[config.mk]
export PLATFORM = sky130hd
export DESIGN_NAME = debounce_filter_bank_flat
export DESIGN_NICKNAME = d
export VERILOG_FILES = /design/src/rtl/debounce_filter_bank_if.sv /design/src/rtl/debounce_filter_bank.sv /design/src/flat_wrapper.sv
export SDC_FILE = /design/constraint.sdc
export NUM_CORES = 1
export LEC_CHECK = 0
export CORE_MARGIN = 2
export CORE_UTILIZATION = 54
export DETAILED_ROUTE_END_ITERATION = 12
export PLACE_DENSITY = 0.76
export SYNTH_ARGS = -nofsm -noshare
export SYNTH_HDL_FRONTEND = slang
export SYNTH_HIERARCHICAL = 1
export SYNTH_SLANG_ARGS = --single-unit
[constraint.sdc]
create_clock -name i_Clk -period 1.8 [get_ports i_Clk]
set_input_delay 0.36 -clock i_Clk [delete_from_list [all_inputs] [get_ports i_Clk]]
set_output_delay 0.36 -clock i_Clk [all_outputs]
set_load 0.02 [all_outputs]
[src/rtl/debounce_filter_bank_if.sv]
// debounce_filter_bank_if
//   Groups the per-channel data signals of debounce_filter_bank.
//   i_Bouncy     raw asynchronous inputs, bit n = channel n
//   o_Debounced  filtered stable levels
//   o_Rise       1-cycle pulse on an accepted 0->1 transition
//   o_Fall       1-cycle pulse on an accepted 1->0 transition
//   o_Long       1-cycle long-press pulse (0 unless DEBOUNCE_LONG_PRESS_EN)
//   master: drives i_Bouncy (board / bench side)
//   slave : the filter bank
interface debounce_filter_bank_if #(
    parameter int NUM_CH = 4
);
    logic [NUM_CH-1:0] i_Bouncy;
    logic [NUM_CH-1:0] o_Debounced;
    logic [NUM_CH-1:0] o_Rise;
    logic [NUM_CH-1:0] o_Fall;
    logic [NUM_CH-1:0] o_Long;

    modport master (output i_Bouncy, input o_Debounced, o_Rise, o_Fall, o_Long);
    modport slave  (input i_Bouncy, output o_Debounced, o_Rise, o_Fall, o_Long);
endinterface

[src/rtl/debounce_filter_bank.sv]
// debounce_filter_bank
//   NUM_CH independent switch debouncers. Each raw input is resynchronised
//   through SYNC_STAGES flops, then must differ from the current debounced
//   level for DEBOUNCE_LIMIT consecutive cycles before the level flips.
//   Accepted transitions also produce registered 1-cycle rise/fall pulses.
//   Optional long-press detect is compiled in with `define DEBOUNCE_LONG_PRESS_EN.
// Ports:
//   i_Clk    system clock
//   i_Rst_L  asynchronous active-low reset
//   bus      debounce_filter_bank_if.slave (i_Bouncy in; o_Debounced,
//            o_Rise, o_Fall, o_Long out)

// One channel: synchroniser, stability counter, edge pulses, hold counter.
module debounce_lane #(
    parameter int   DEBOUNCE_LIMIT = 250000,
    parameter int   SYNC_STAGES    = 2,
    parameter logic INIT_LEVEL     = 1'b0,
    parameter int   LONG_LIMIT     = 25000000
) (
    input  logic i_Clk,
    input  logic i_Rst_L,
    input  logic i_bouncy,
    output logic o_deb,
    output logic o_rise,
    output logic o_fall,
    output logic o_long
);
    localparam int CW = $clog2(DEBOUNCE_LIMIT + 1);

    logic [SYNC_STAGES-1:0] sync_q, sync_d;
    logic [CW-1:0]          cnt_q, cnt_d;
    logic                   deb_q, deb_d;
    logic                   rise_q, rise_d;
    logic                   fall_q, fall_d;
    logic                   s;

    // Stage 0 is the LSB; the MSB is the resynchronised sample.
    assign s = sync_q[SYNC_STAGES-1];

    always_comb begin
        sync_d = {sync_q[SYNC_STAGES-2:0], i_bouncy};
        cnt_d  = cnt_q;
        deb_d  = deb_q;
        rise_d = 1'b0;
        fall_d = 1'b0;
        if (s == deb_q) begin
            // Any return to the stable level restarts the count.
            cnt_d = '0;
        end else if (cnt_q == CW'(DEBOUNCE_LIMIT - 1)) begin
            deb_d  = s;
            cnt_d  = '0;
            rise_d = s;
            fall_d = ~s;
        end else begin
            cnt_d = cnt_q + 1'b1;
        end
    end

    always_ff @(posedge i_Clk or negedge i_Rst_L) begin
        if (!i_Rst_L) begin
            sync_q <= {SYNC_STAGES{INIT_LEVEL}};
            cnt_q  <= '0;
            deb_q  <= INIT_LEVEL;
            rise_q <= 1'b0;
            fall_q <= 1'b0;
        end else begin
            sync_q <= sync_d;
            cnt_q  <= cnt_d;
            deb_q  <= deb_d;
            rise_q <= rise_d;
            fall_q <= fall_d;
        end
    end

    assign o_deb  = deb_q;
    assign o_rise = rise_q;
    assign o_fall = fall_q;

`ifdef DEBOUNCE_LONG_PRESS_EN
    localparam int LW = $clog2(LONG_LIMIT + 1);

    logic [LW-1:0] hold_q, hold_d;
    logic          long_q, long_d;

    // Hold counter saturates at LONG_LIMIT, so the pulse fires once per press;
    // it re-arms only when the debounced level drops back to 0.
    always_comb begin
        hold_d = hold_q;
        long_d = 1'b0;
        if (!deb_q) begin
            hold_d = '0;
        end else if (hold_q != LW'(LONG_LIMIT)) begin
            hold_d = hold_q + 1'b1;
            long_d = (hold_q == LW'(LONG_LIMIT - 1));
        end
    end

    always_ff @(posedge i_Clk or negedge i_Rst_L) begin
        if (!i_Rst_L) begin
            hold_q <= '0;
            long_q <= 1'b0;
        end else begin
            hold_q <= hold_d;
            long_q <= long_d;
        end
    end

    assign o_long = long_q;
`else
    assign o_long = 1'b0;
`endif
endmodule

module debounce_filter_bank #(
    parameter int   NUM_CH         = 4,
    parameter int   DEBOUNCE_LIMIT = 250000,
    parameter int   SYNC_STAGES    = 2,
    parameter logic INIT_LEVEL     = 1'b0,
    parameter int   LONG_LIMIT     = 25000000
) (
    input  logic                   i_Clk,
    input  logic                   i_Rst_L,
    debounce_filter_bank_if.slave  bus
);
    logic [NUM_CH-1:0] deb, rise, fall, lng;

    for (genvar g = 0; g < NUM_CH; g++) begin : g_lane
        debounce_lane #(
            .DEBOUNCE_LIMIT (DEBOUNCE_LIMIT),
            .SYNC_STAGES    (SYNC_STAGES),
            .INIT_LEVEL     (INIT_LEVEL),
            .LONG_LIMIT     (LONG_LIMIT)
        ) u_lane (
            .i_Clk    (i_Clk),
            .i_Rst_L  (i_Rst_L),
            .i_bouncy (bus.i_Bouncy[g]),
            .o_deb    (deb[g]),
            .o_rise   (rise[g]),
            .o_fall   (fall[g]),
            .o_long   (lng[g])
        );
    end

    assign bus.o_Debounced = deb;
    assign bus.o_Rise      = rise;
    assign bus.o_Fall      = fall;
    assign bus.o_Long      = lng;
endmodule

[src/flat_wrapper.sv]
// flat-port wrapper written by rule: the top's interface ports become plain ports
module debounce_filter_bank_flat 
#(
    parameter int   NUM_CH         = 4,
    parameter int   DEBOUNCE_LIMIT = 250000,
    parameter int   SYNC_STAGES    = 2,
    parameter logic INIT_LEVEL     = 1'b0,
    parameter int   LONG_LIMIT     = 25000000
)
  (i_Clk, i_Rst_L, bus_i_Bouncy, bus_o_Debounced, bus_o_Rise, bus_o_Fall, bus_o_Long);
  debounce_filter_bank_if #(.NUM_CH(NUM_CH)) bus_i ();
  input  logic i_Clk;
  input  logic i_Rst_L;
  input wire logic [$bits(bus_i.i_Bouncy)-1:0] bus_i_Bouncy;
  output wire logic [$bits(bus_i.o_Debounced)-1:0] bus_o_Debounced;
  output wire logic [$bits(bus_i.o_Rise)-1:0] bus_o_Rise;
  output wire logic [$bits(bus_i.o_Fall)-1:0] bus_o_Fall;
  output wire logic [$bits(bus_i.o_Long)-1:0] bus_o_Long;
  assign bus_i.i_Bouncy = bus_i_Bouncy;
  assign bus_o_Debounced = bus_i.o_Debounced;
  assign bus_o_Rise = bus_i.o_Rise;
  assign bus_o_Fall = bus_i.o_Fall;
  assign bus_o_Long = bus_i.o_Long;
  debounce_filter_bank #(.NUM_CH(NUM_CH), .DEBOUNCE_LIMIT(DEBOUNCE_LIMIT), .SYNC_STAGES(SYNC_STAGES), .INIT_LEVEL(INIT_LEVEL), .LONG_LIMIT(LONG_LIMIT)) u_core (.i_Clk(i_Clk), .i_Rst_L(i_Rst_L), .bus(bus_i));
endmodule
==> results.cfg <==
[run_status]
status = finished with violations
violations = setup timing

[cts]
cts-root-buf = clkbuf_8
clock_latency_ns = 0.36
clk_pin_slew_ns = 0.09
cts.sinks = 92
clk_path_buf_depth = 2
cts_buffers = 9
cts_tree = done
h-tree-depth = 3

[routing]
drc = 0
drt-met1-wl_mm = 4.33
vias = 3694
top_layer = met4
drtIter0Drc = 197
detail_route.wl_per_cell_microns = 16.8
viasPerCell = 5.83
drtAntennaViolNets = 0
wl_met2_mm = 5.65
drtPass1Iterations = 4
wl_met3_microns = 567
wl_mm = 10.7

[synthesis]
yosysTopAreaCell = dfrtp_1
synth_most_common_cell = dfrtp_1
async_flop_share_pct = 100
syn_area_sq_mm = 0.00435
ys_seq_area_share_pct = 52.9
syn_avg_cell_area_sq_um = 10.5
synth_top_area_share_pct = 52.9
synthDistinctLibCells = 29
synth_edf_count = 0
ys_top_cells_by_area = dfrtp_1 (53%), xor2_1 (5.6%), nor2_1 (4.8%), xnor2_1 (4.8%), nand4_1 (3.4%)
synth_common_cells = dfrtp_1 (92), nor2_1 (56), xor2_1 (28)
ys_ff_latch = 92
netlist_instances = 416
yosysWarnings = 6
syn_nets = 426
ys.flop_type = dfrtp_1

[sta]
setup_viol = 16
hold_viol_final = 0
layout_setup_ws_ns = -0.0707
rsz0062_at_grt = yes
skew_ns = 0.00397
holdWs_ns = 0.357
period_needed_ns = 1.87
max_freq_mhz = 535
final_min_period_over_clock_period_pct = 104
slew_violations = 0

[final_layout]
antenna_cells = 0
fillCellCount = 547
syn2layout_area_growth_pct = 33.5
final_nets = 537
fin_cells = 634
drive_gt1_share_pct = 33.5
post-route-util_pct = 74.9

[floorplanning]
io_pins = 22
fp-row-count = 32
die_area_sq_mm = 0.00880
die_h_microns = 93.8
die_w_microns = 93.8
core_area_sq_mm = 0.00777
initial_core_util_pct = 56.1

[global_route]
grt_pass1_wl_mm = 17.4
grt_max_degree = 42
grt_remaining_overflow = 0
grt_pass1_vias = 3767
antenna_found_initial = 0
grt.total_usage_pct = 24.9

[critical_path]
path_max_fanout = 4
cp-start-kind = register
worst-r2r-cell-count = 4
r2r-start = u_core/g_lane[2].u_lane/cnt_q[8]
end_kind = register
reg2reg_to = u_core/g_lane[2].u_lane/o_deb
required_ns = 2.05
timing.critical_path.from = u_core/g_lane[2].u_lane/cnt_q[8]
r2r_setup_slack_ns = -0.07
path_class = register to register
crit_end = u_core/g_lane[2].u_lane/o_deb
crit_arrival_ns = 2.12

[placed_design]
dp_hpwl_mm = 6.80
dp_cells = 602
port_buffers = 17
gp_congestion = 0.855

[run]
max_cap_violations = 0

[hold_path]
hp-class = register to register
min_path_cells = 0

[power_and_ir_drop]
peakVddDrop_mv = 0.605
leakage_uw = 0.00246
power_density_mw_per_mm2 = 618
-- stage by stage --
stage               instance area, sq um  total power, uW  worst slack (ns)  TNS (ns)
floorplan                           4430             2240           -0.0717    -0.319
global placement                    5260             2350           0.00871         0
detailed placement                  5260             2360           -0.0488    -0.237
CTS                                 5540             3600           -0.0670   -0.0935
global route                        5810             3740            -0.102     -2.16
finish                              5810             3590           -0.0707    -0.256
-- cell families (layout without fill, tap and decap cells) --
logic type | after synthesis | after routing | share of synthesized area [%]
AND/OR/NAND/NOR | 208 | 208 | 26.8
flip-flops | 92 | 92 | 52.9
XOR/XNOR | 52 | 52 | 10.5
AO/OA/AOI/OAI | 36 | 36 | 5.40
buffers and inverters | 16 | 132 | 1.95
adder cells (fa/ha/maj) | 4 | 4 | 1.15
other | 4 | 4 | 0.345
multiplexers | 4 | 4 | 1.03
-- repair_timing --
| item | 4_1_cts | 5_1_grt |
|---|---|---|
| pin swaps | 8 | 15 |
| setup buffers | 8 | 6 |
| setup endpoints to repair | 16 | 78 |
| hold buffers | 1 | 0 |
| hold endpoints to repair | 29 | 0 |
| cloned | 0 | 1 |
| gates resized for setup | 14 | 55 |
-- state kept, by name, summed over array words and instances (netlist names) --
| register | cells |
|---|---|
| u_core/g_lane.u_lane/cnt_q | 72 |
| u_core/g_lane.u_lane/o_deb | 4 |
| u_core/g_lane.u_lane/o_fall | 4 |
| u_core/g_lane.u_lane/o_rise | 4 |
| u_core/g_lane.u_lane/sync_q | 8 |
-- worst min path at each step --
stage	from	to
2_1_floorplan	i_Rst_L	u_core/g_lane[0].u_lane/cnt_q[0]
3_3_place_gp	i_Rst_L	u_core/g_lane[1].u_lane/cnt_q[14]
3_5_place_dp	i_Rst_L	u_core/g_lane[1].u_lane/cnt_q[14]
4_1_cts	u_core/g_lane[0].u_lane/sync_q[0]	u_core/g_lane[0].u_lane/sync_q[1]
5_1_grt	u_core/g_lane[3].u_lane/sync_q[0]	u_core/g_lane[3].u_lane/sync_q[1]
6_report	u_core/g_lane[0].u_lane/sync_q[0]	u_core/g_lane[0].u_lane/sync_q[1]
-- critical path, stage by stage (launching register included) --
cell	delay, ns
dfrtp_1	0.45
nor4_4	0.31
nand3_2	0.12
or4_4	0.59
mux2_2	0.29
-- cells in the final DEF (no fill, tap or decap), types with 8 or more instances in the layout --
cell type	count
nand4_1	24
a21oi_2	8
buf_6	9
dfrtp_1	90
xor2_1	28
nand3_1	23
nor4_1	8
a21oi_1	8
nand2_1	20
clkdlybuf4s50_1	12
or4_4	15
xnor2_1	24
buf_4	84
nor2_1	52
clkbuf_8	9
nor3_1	8
-- metal layers --
metal,GRT usage [%],vias to the layer above
met2,42.1,112
met3,6.66,17
met4,8.09,0
met5,0,-
li1,-,1725
met1,31.0,1840
-- power by group --
group          switching (uW)  internal, uW
clock                     734           494
combinational             127           106
sequential               35.3          2100
-- cell type report --
| cell class | count | area [sq um] | area share, % |
|---|---|---|---|
| Clock buffer | 9 | 124 | 2.13 |
| Clock inverter | 7 | 43.8 | 0.753 |
| Inverter | 4 | 15.0 | 0.258 |
| Multi-Input combinational cell | 308 | 2270 | 39.1 |
| Sequential cell | 92 | 2300 | 39.6 |
| Tap cell | 102 | 128 | 2.19 |
| Timing Repair Buffer | 112 | 926 | 15.9 |
(Power assumes the default switching activity.)
